File: config.mk
export PLATFORM = sky130hd
export DESIGN_NAME = box_track_ctrl
export DESIGN_NICKNAME = d
export VERILOG_FILES = /design/src/rtl/box_track_ctrl_pkg.sv /design/src/rtl/box_minmax_acc.sv /design/src/rtl/box_track_ctrl.sv
export SDC_FILE = /design/constraint.sdc
export NUM_CORES = 1
export LEC_CHECK = 0
export BUFFER_PORTS_ARGS = -buffer_cell sky130_fd_sc_hd__buf_2
export CAP_MARGIN = 10
export CORE_MARGIN = 4
export CORE_UTILIZATION = 58
export DETAILED_ROUTE_END_ITERATION = 6
export GPL_TIMING_DRIVEN = 0
export HOLD_SLACK_MARGIN = 0.02
export PLACE_DENSITY_LB_ADDON = 0.15
export SYNTH_ARGS = -nofsm -noshare
export SYNTH_HDL_FRONTEND = slang
export SYNTH_SLANG_ARGS = --single-unit
File: constraint.sdc
create_clock -name clk -period 2.8 [get_ports clk]
set_input_delay 0.42 -clock clk [delete_from_list [all_inputs] [get_ports clk]]
set_output_delay 0.42 -clock clk [all_outputs]
set_load 0.02 [all_outputs]
File: src/rtl/box_track_ctrl_pkg.sv
// Shared constants, coordinate type and FSM state encoding for the
// bounding-box tracking controller.
package box_track_ctrl_pkg;

  localparam int H_DISP = 1024;
  localparam int V_DISP = 768;
  localparam int CRD_W  = 11;

  typedef logic [CRD_W-1:0] coord_t;

  // Off-screen sentinel: the overlay draws nothing for this coordinate
  localparam coord_t BOX_NONE = 11'h7FF;

  typedef enum logic [1:0] {
    WAIT_SOF = 2'd0,
    ACCUM    = 2'd1,
    COMMIT   = 2'd2
  } state_t;

  function automatic coord_t coord_min(input coord_t a, input coord_t b);
    return (a < b) ? a : b;
  endfunction

  function automatic coord_t coord_max(input coord_t a, input coord_t b);
    return (a > b) ? a : b;
  endfunction

endpackage

File: src/rtl/box_minmax_acc.sv
// Per-axis running min/max tracker; init clears to the empty range,
// init together with update loads the current coordinate directly.
module box_minmax_acc
  import box_track_ctrl_pkg::*;
(
  input  logic             clk,
  input  logic             rst_n,
  input  logic             init,
  input  logic             update,
  input  logic [CRD_W-1:0] coord,
  output logic [CRD_W-1:0] min_val,
  output logic [CRD_W-1:0] max_val
);

  always_ff @(posedge clk) begin
    if (!rst_n) begin
      min_val <= BOX_NONE;
      max_val <= '0;
    end else if (init) begin
      min_val <= update ? coord : BOX_NONE;
      max_val <= update ? coord : '0;
    end else if (update) begin
      min_val <= coord_min(min_val, coord);
      max_val <= coord_max(max_val, coord);
    end
  end

endmodule

File: src/rtl/box_track_ctrl.sv
// Frame-synchronous bounding-box controller: accumulates hit extents over
// one frame and commits (or drops) the box two clocks after the last pixel.
module box_track_ctrl
  import box_track_ctrl_pkg::*;
#(
  parameter int H_DISP      = box_track_ctrl_pkg::H_DISP,
  parameter int V_DISP      = box_track_ctrl_pkg::V_DISP,
  parameter int MIN_COUNT   = 64,
  parameter int HOLD_FRAMES = 8,
  parameter int CW          = 20
) (
  input  logic             clk,
  input  logic             rst_n,
  input  logic             de,
  input  logic [CRD_W-1:0] x,
  input  logic [CRD_W-1:0] y,
  input  logic             hit,
  output logic [CRD_W-1:0] x_min,
  output logic [CRD_W-1:0] x_max,
  output logic [CRD_W-1:0] y_min,
  output logic [CRD_W-1:0] y_max,
  output logic             box_valid,
  output logic             box_update
);

  localparam int MW = $clog2(HOLD_FRAMES + 1);

  localparam logic [CW-1:0]    CNT_MAX  = '1;
  localparam logic [CW-1:0]    CNT_MIN  = CW'(MIN_COUNT);
  localparam logic [MW-1:0]    MISS_SAT = MW'(HOLD_FRAMES);
  localparam logic [MW:0]      MISS_LIM = (MW+1)'(HOLD_FRAMES);
  localparam logic [CRD_W:0]   H_LIM    = (CRD_W+1)'(H_DISP);
  localparam logic [CRD_W:0]   V_LIM    = (CRD_W+1)'(V_DISP);
  localparam logic [CRD_W-1:0] X_LAST   = CRD_W'(H_DISP - 1);
  localparam logic [CRD_W-1:0] Y_LAST   = CRD_W'(V_DISP - 1);

  state_t state_q, state_d;

  logic qual, sof, eof;
  logic acc_init, acc_upd;

  logic [CRD_W-1:0] acc_xmin, acc_xmax, acc_ymin, acc_ymax;
  logic [CW-1:0]    acc_cnt;
  logic [MW-1:0]    miss_cnt;
  logic [MW:0]      miss_inc;

  logic [CRD_W-1:0] x_min_d, x_max_d, y_min_d, y_max_d;
  logic             valid_d, update_d;
  logic [MW-1:0]    miss_d;

  assign qual = de && ({1'b0, x} < H_LIM) && ({1'b0, y} < V_LIM);
  assign sof  = qual && (x == '0) && (y == '0);
  assign eof  = qual && (x == X_LAST) && (y == Y_LAST);

  // SOF restarts accumulation from idle or mid-frame, never during COMMIT
  assign acc_init = sof && (state_q != COMMIT);
  assign acc_upd  = qual && hit && (acc_init || (state_q == ACCUM));

  assign miss_inc = {1'b0, miss_cnt} + (MW+1)'(1);

  box_minmax_acc u_x_acc (
    .clk     (clk),
    .rst_n   (rst_n),
    .init    (acc_init),
    .update  (acc_upd),
    .coord   (x),
    .min_val (acc_xmin),
    .max_val (acc_xmax)
  );

  box_minmax_acc u_y_acc (
    .clk     (clk),
    .rst_n   (rst_n),
    .init    (acc_init),
    .update  (acc_upd),
    .coord   (y),
    .min_val (acc_ymin),
    .max_val (acc_ymax)
  );

  always_ff @(posedge clk) begin
    if (!rst_n) begin
      acc_cnt <= '0;
    end else if (acc_init) begin
      acc_cnt <= acc_upd ? CW'(1) : '0;
    end else if (acc_upd && (acc_cnt != CNT_MAX)) begin
      acc_cnt <= acc_cnt + CW'(1);
    end
  end

  always_ff @(posedge clk) begin
    if (!rst_n) state_q <= WAIT_SOF;
    else        state_q <= state_d;
  end

  always_comb begin
    state_d = state_q;
    unique case (state_q)
      WAIT_SOF: if (sof) state_d = ACCUM;
      ACCUM:    if (eof) state_d = COMMIT;
      COMMIT:   state_d = WAIT_SOF;
      default:  state_d = WAIT_SOF;
    endcase
  end

  // Commit decision: load, clear after enough consecutive misses, or hold
  always_comb begin
    x_min_d  = x_min;
    x_max_d  = x_max;
    y_min_d  = y_min;
    y_max_d  = y_max;
    valid_d  = box_valid;
    miss_d   = miss_cnt;
    update_d = 1'b0;
    if (state_q == COMMIT) begin
      update_d = 1'b1;
      if (acc_cnt >= CNT_MIN) begin
        x_min_d = acc_xmin;
        x_max_d = acc_xmax;
        y_min_d = acc_ymin;
        y_max_d = acc_ymax;
        valid_d = 1'b1;
        miss_d  = '0;
      end else if (miss_inc >= MISS_LIM) begin
        x_min_d = BOX_NONE;
        x_max_d = BOX_NONE;
        y_min_d = BOX_NONE;
        y_max_d = BOX_NONE;
        valid_d = 1'b0;
        miss_d  = MISS_SAT;
      end else begin
        miss_d = miss_inc[MW-1:0];
      end
    end
  end

  always_ff @(posedge clk) begin
    if (!rst_n) begin
      x_min      <= BOX_NONE;
      x_max      <= BOX_NONE;
      y_min      <= BOX_NONE;
      y_max      <= BOX_NONE;
      box_valid  <= 1'b0;
      box_update <= 1'b0;
      miss_cnt   <= '0;
    end else begin
      x_min      <= x_min_d;
      x_max      <= x_max_d;
      y_min      <= y_min_d;
      y_max      <= y_max_d;
      box_valid  <= valid_d;
      box_update <= update_d;
      miss_cnt   <= miss_d;
    end
  end

endmodule

== Yosys cells after proc, flatten, opt, wreduce, memory -nomap -nowiden ==
Cells that the tools add are included.

* Register bits after elaboration: 116
* Bits in writable memories: 0
* Output and inout port bits: 46
* Memories: 0
* Latch bits: 0
* Word-level logic and storage cells: 90
* ROM bits: 0
* Bits of input ports: 26

* Equal/unequal tests: 12
* Reductions and logical operators: 23
* Magnitude comparators: 8
* Shift-type cells: 0
* Bitwise operators: 0
* Multipliers: 0
* Add/sub/neg operators: 2
* Mux-type cells: 32
* Div/mod/pow operators: 0

{| class="wikitable"
|+ Operator list
! operator !! number
|-
| 11-bit 2-to-1 mux || 21
|-
| 20-bit 2-to-1 mux || 2
|-
| 11-bit by 10-bit == test with 1-bit output, second input constant || 2
|-
| 11-bit > comparator || 2
|-
| 11-bit zero test || 2
|-
| 11-bit < comparator || 2
|-
| 20-bit by 1-bit adder with 20-bit output, second input constant || 1
|-
| 20-bit by 7-bit greater-or-equal comparator with 1-bit output, second input constant || 1
|-
| 20-bit inequality test, second input constant || 1
|-
| 2-bit inequality test, second input constant || 7
|-
| 2-bit AND reduction || 6
|-
| 11-bit by 10-bit < comparator with 1-bit output, second input constant || 1
|-
| 11-bit < comparator, second input constant || 1
|-
| 1-bit logical AND || 10
|-
| 4-bit 2-to-1 mux || 2
|-
| 2-bit nonzero test || 3
|-
| 4-bit by 1-bit adder with 5-bit output, second input constant || 1
|-
| 5-bit by 4-bit greater-or-equal comparator with 1-bit output, second input constant || 1
|-
| 1-bit 2-to-1 mux || 4
|-
| 2-bit 2-to-1 mux || 2
|-
| 2-bit case mux with 2 select lines || 1
|-
| 2-bit by 1-bit == test with 1-bit output, second input constant || 1
|-
| 2-bit == test, second input constant || 1
|-
| 2-bit zero test || 1
|-
| 1-bit logical OR || 1
|}

== Logic depth before layout (Yosys ltp) ==
* Depth in word-level cells: 11
* Depth in mapped cells: 10
* Mapped depth without buffers: 8

== Hierarchy ==
From an unflattened synthesis, not the netlist that was laid out.

* Cell total of the unflattened synthesis: 546
* Area total of the unflattened synthesis: 5,437.7 um2

{| class="wikitable"
|+ Modules (own cells, without submodules)
! module !! sequential area each (um2) !! times used !! cells each !! area an instance (um2)
|-
| box_track_ctrl || 1,441.4 || 1 || 304 || 2,955.3
|-
| box_minmax_acc || 440.4 || 2 || 121 || 1,241.2
|}

== Worst setup path before layout ==
No wires, ideal clock.

* Path type: in2reg
* Start: in x[9]
* End: reg u_x_acc.max_val[0]
* Library setup time: 0.072 ns
* Required time: 2.728 ns
* Stages on the path: 9
* Slack: 0.668 ns
* Path buffers: 1
* Arrival: 2.060 ns
* Path through: inv_1 ha_1 nand4_1 or3_1 a21oi_1 a2111oi_0 o31ai_1 buf_4 mux2i_1

* Longest elaborated chain between the ends: 10
* Elaborated cells between the ends (all ways): 16
* Classes of those cells: 2 x order compare; 1 x eq/ne; 2 x mux; 11 x reduce/logical

{| class="wikitable"
|+ Ends and longest elaborated chain
! what !! line !! source
|-
| from (decl) || box_track_ctrl.sv:15 || <nowiki>input logic [CRD_W-1:0] x,</nowiki>
|-
| 11-bit < comparator || box_track_ctrl.sv:51 || <nowiki>assign qual = de && ({1'b0, x} < H_LIM) && ({1'b0, y} < V_LIM);</nowiki>
|-
| 1-bit logical AND (2 in a row) || box_track_ctrl.sv:51 ||
|-
| 1-bit logical AND (2 in a row) || box_track_ctrl.sv:52 || <nowiki>assign sof = qual && (x == '0) && (y == '0);</nowiki>
|-
| 1-bit logical AND || box_track_ctrl.sv:56 || <nowiki>assign acc_init = sof && (state_q != COMMIT);</nowiki>
|-
| 1-bit logical OR || box_track_ctrl.sv:57 || <nowiki>assign acc_upd = qual && hit && (acc_init || (state_q == ACCUM));</nowiki>
|-
| 1-bit logical AND || box_track_ctrl.sv:57 ||
|-
| 11-bit 2-to-1 mux / 2-bit nonzero test (equally long branches) || -- ||
|-
| 11-bit 2-to-1 mux / 2-bit AND reduction (equally long branches) || -- ||
|-
| to (signal assigned) || box_minmax_acc.sv:21 || <nowiki>max_val <= update ? coord : '0;</nowiki>
|-
| to (signal assigned) || box_minmax_acc.sv:24 || <nowiki>max_val <= coord_max(max_val, coord);</nowiki>
|-
| to (decl) || box_minmax_acc.sv:12 || <nowiki>output logic [CRD_W-1:0] max_val</nowiki>
|}

Parallel ways exist; a longest one is shown, timed or not.
A chain may end at the register's enable or synchronous reset.

== Worst setup path after layout ==
* Start: reg u_x_acc.max_val[9]
* End: reg u_x_acc.max_val[3]

* Longest elaborated chain between the ends: 3

{| class="wikitable"
|+ Ends and longest elaborated chain
! what !! line !! source
|-
| 11-bit > comparator || box_track_ctrl_pkg.sv:25 || <nowiki>return (a > b) ? a : b;</nowiki>
|-
| 2-bit inequality test (no line) || -- ||
|-
| 2-bit AND reduction (no line) || -- ||
|}

Every way passes these cells.

==> flow_summary.json <==
{
  "remaining_drc_errors": 11,
  "slew_violations": 0,
  "die_width_um": 108,
  "first_global_vias": 5110,
  "critical-path-slowest-cell": "sky130_fd_sc_hd__or3_1",
  "period_share_pct": 83.6,
  "critical-path-top-delay-family": "compound AO/OA/AOI/OAI gates",
  "p_leak_nw": 2.88,
  "antenna_cells": 0,
  "synthDistinctLibCells": 54,
  "synthSimpleGateAreaFrac_pct": 18.1,
  "r2r_cells": 8,
  "maxCapViolations": 0,
  "io_buffers": 71,
  "min_period_ps": 2340,
  "timing.hold.worst_endpoint": "u_x_acc.max_val[6]",
  "synth_largest_type_area_fraction_pct": 40.0,
  "area_delta_synth_final_pct": 19.5,
  "critical_path_cell_count": 8,
  "cts.reportedPaths.clkPinSlew_ps": 60,
  "placementRows": 36,
  "clk_root_buffer_cell": "sky130_fd_sc_hd__clkbuf_8",
  "failed_checks": "DRC",
  "synthFlopType": "sky130_fd_sc_hd__dfxtp_1",
  "main_combinational_cell_family_by_area_after_synthesis": "compound AO/OA/AOI/OAI gates",
  "edff_count_synth": 0,
  "clk_latency_ps": 530,
  "worst_hold_startpoint": "x[6]",
  "fp.dieH_um": 108,
  "drtPass1Iterations": 7,
  "die_area_mm2": 0.0117,
  "irDropWorstVdd_mv": 0.356,
  "overflow": 0,
  "io_pins": 72,
  "final_hold_viol_count": 0,
  "floorplan.core_area_mm2": 0.00977,
  "cp-end-kind": "register",
  "timing.critical_path.from_type": "register",
  "worst_clock_skew_ps": 7.89,
  "clock_path_buffers": 2,
  "layout-drive-gt1-share_pct": 19.3,
  "critical_path_class": "reg2reg",
  "max-slew-margin-rel_pct": 29.2,
  "crit_path_max_fanout": 10,
  "r2r-end": "u_x_acc.max_val[3]",
  "reg2reg_from": "u_x_acc.max_val[9]",
  "grt_setup_unrepaired": "false",
  "fin_tns_setup_ps": 0,
  "synth-seq-cells": 116,
  "place_hpwl_mm": 11.1,
  "antenna_violating_nets_remaining": 0,
  "synthMostInstantiatedCell": "sky130_fd_sc_hd__dfxtp_1",
  "globalRouteTotalUtil_pct": 27.2,
  "numClockSinks": 116,
  "ctsResizeCount": 0,
  "dr.max_layer_used": "met4",
  "htree_num_levels": 4,
  "initialDrtViolationCount": 293,
  "post_synth.cell_area_avg_um2": 9.27,
  "post_synthesis_net_count": 698,
  "yosys.area_share.adder_pct": 9.92,
  "seq_area_frac_synth_pct": 40.0,
  "drt-vias-per-instance": 5.98,
  "wirelength_mm": 15.3,
  "final_core_utilization_pct": 70.9,
  "number_of_buffers_inserted_during_clock_tree_synthesis": 17,
  "synth_xor_area_share_pct": 2.72,
  "worst_slew_pin_slew_ps": 1060,
  "post-route-cell-area_mm2": 0.00693,
  "synth_area_leaders": "sky130_fd_sc_hd__dfxtp_1, sky130_fd_sc_hd__ha_1, sky130_fd_sc_hd__o22a_1, sky130_fd_sc_hd__mux2i_1, sky130_fd_sc_hd__nand2_1",
  "ff2ff_setup_slack_ps": 460,
  "antenna_found_initial": 0,
  "finish.cell_count_without_fillers": 862,
  "crit_chain": "ha_1, nand4_1, or3_1, a21oi_1, a2111oi_0, o31ai_1, buf_4, mux2i_1",
  "crit_required_ps": 3250,
  "wl_per_cell_um": 17.8,
  "preCtsSetupSlack_ps": 201,
  "least_setup_slack_across_all_paths_after_layout_ps": 459,
  "grt_first_pass_wirelength_mm": 24.7,
  "detailed_place.area_mm2": 0.00632,
  "synth_mux_area_share_pct": 3.62,
  "finalSetupViolCount": 0,
  "power_density_mw_per_mm2": 584,
  "synth_compound_area_share_pct": 20.6,
  "synthCells": 626,
  "place_inst": 830,
  "dr_total_vias": 5155,
  "async_flop_share_pct": 0,
  "floorplan.initialDensity_pct": 59.4,
  "met2WireLength_mm": 7.62,
  "hold_depth": 3,
  "synth_warnings": 0,
  "post_cts_buffers": 0,
  "run_status": "finished, violations left",
  "synth_commonest_cells": "sky130_fd_sc_hd__dfxtp_1, sky130_fd_sc_hd__nand2_1, sky130_fd_sc_hd__ha_1, sky130_fd_sc_hd__nor2_1, sky130_fd_sc_hd__o22a_1",
  "nNetsFinal": 788,
  "met3WireLength_um": 881,
  "place_congestion": 0.898,
  "timing.critical_path.slowest_cell_delay_ps": 420,
  "grt_max_degree": 17,
  "achievable-frequency_ghz": 0.427,
  "mappedNetlistArea_mm2": 0.00580,
  "synth.largest_area_cell": "sky130_fd_sc_hd__dfxtp_1",
  "timing.critical_path.buf_inv": 1,
  "min-delay-path-class": "in2reg",
  "cts_hold_buf": 0,
  "cts_tree": "built",
  "crit_arrival_ps": 2790,
  "drt-met1-wl_mm": 6.42
}
[area by class of cell]
cell class	count	area, um2
multi-input cells	446	3190
fillers	770	2840
flip-flops and latches	116	2320
clock buffers	18	428
repair buffers	71	355
plain buffers	36	184
clock inverters	14	179
well taps	133	166
inverters	28	105
[worst min-delay path, cell delays in order]
cell and delay, ps:
sky130_fd_sc_hd__buf_2 150, sky130_fd_sc_hd__nand2_1 70, sky130_fd_sc_hd__mux2i_1 50
[registers in the layout, summed over array words and instances (netlist names)]
| register | cells |
|---|---|
| acc_cnt | 20 |
| box_valid | 1 |
| x_min | 11 |
| miss_cnt | 4 |
| y_min | 11 |
| u_y_acc.min_val | 11 |
| u_x_acc.max_val | 11 |
| u_x_acc.min_val | 11 |
| box_update | 1 |
| x_max | 11 |
| state_q | 2 |
| u_y_acc.max_val | 11 |
| y_max | 11 |
[worst max-delay path by stage]
stage                               endpoint  slack [ps]          startpoint
after floorplan           u_x_acc.max_val[0]         670                x[9]
after global placement    u_x_acc.min_val[7]         270                x[2]
after detailed placement  u_y_acc.max_val[6]         200                y[8]
after CTS                 u_x_acc.max_val[3]         520  u_x_acc.max_val[9]
after global routing      u_x_acc.max_val[3]         270  u_x_acc.max_val[9]
final                     u_x_acc.max_val[3]         460  u_x_acc.max_val[9]
[layer usage]
metal	global-route usage (%)	up-vias
li1	-	2486
met1	32.7	2452
met2	47.3	173
met3	5.25	44
met4	11.6	0
met5	0	-
[per-stage QoR]
stage          hold slack (ps)  power (mW)
2_1_floorplan              451        1.80
6_report                   213        4.05
5_1_grt                    207        4.16
4_1_cts                    194        4.07
3_5_place_dp               446        1.88
3_3_place_gp               438        1.88
[cells by family after synthesis]
family          after synthesis
compound gates              162
xor+xnor                     18
fa+ha+maj                    46
buf+inv                      64
flops                       116
mux                          21
simple gates                199
[placed cells by master, fill, tap and decap left out, types with 16 or more instances in the layout]
master and instances:
sky130_fd_sc_hd__o22a_1 33, sky130_fd_sc_hd__a21oi_1 29, sky130_fd_sc_hd__nand4_1 17, sky130_fd_sc_hd__xor2_1 18, sky130_fd_sc_hd__o21ai_0 19, sky130_fd_sc_hd__nor2b_1 16
sky130_fd_sc_hd__ha_1 46, sky130_fd_sc_hd__clkbuf_16 16, sky130_fd_sc_hd__nand2_1 56, sky130_fd_sc_hd__dfxtp_1 116, sky130_fd_sc_hd__o211ai_1 16, sky130_fd_sc_hd__mux2i_1 21
sky130_fd_sc_hd__clkbuf_1 17, sky130_fd_sc_hd__nor2_1 46, sky130_fd_sc_hd__buf_2 82, sky130_fd_sc_hd__inv_1 28
[where the power goes]
| group | switching [mW] | total (mW) | internal, mW |
|---|---|---|---|
| sequential | 0.000000114 | 1.65 | 1.65 |
| clock | 0.809 | 2.19 | 1.39 |
| combinational | 0.136 | 0.205 | 0.0691 |
| total | 0.945 | 4.05 | 3.11 |
Note: power is estimated with default switching activity, not from simulation.
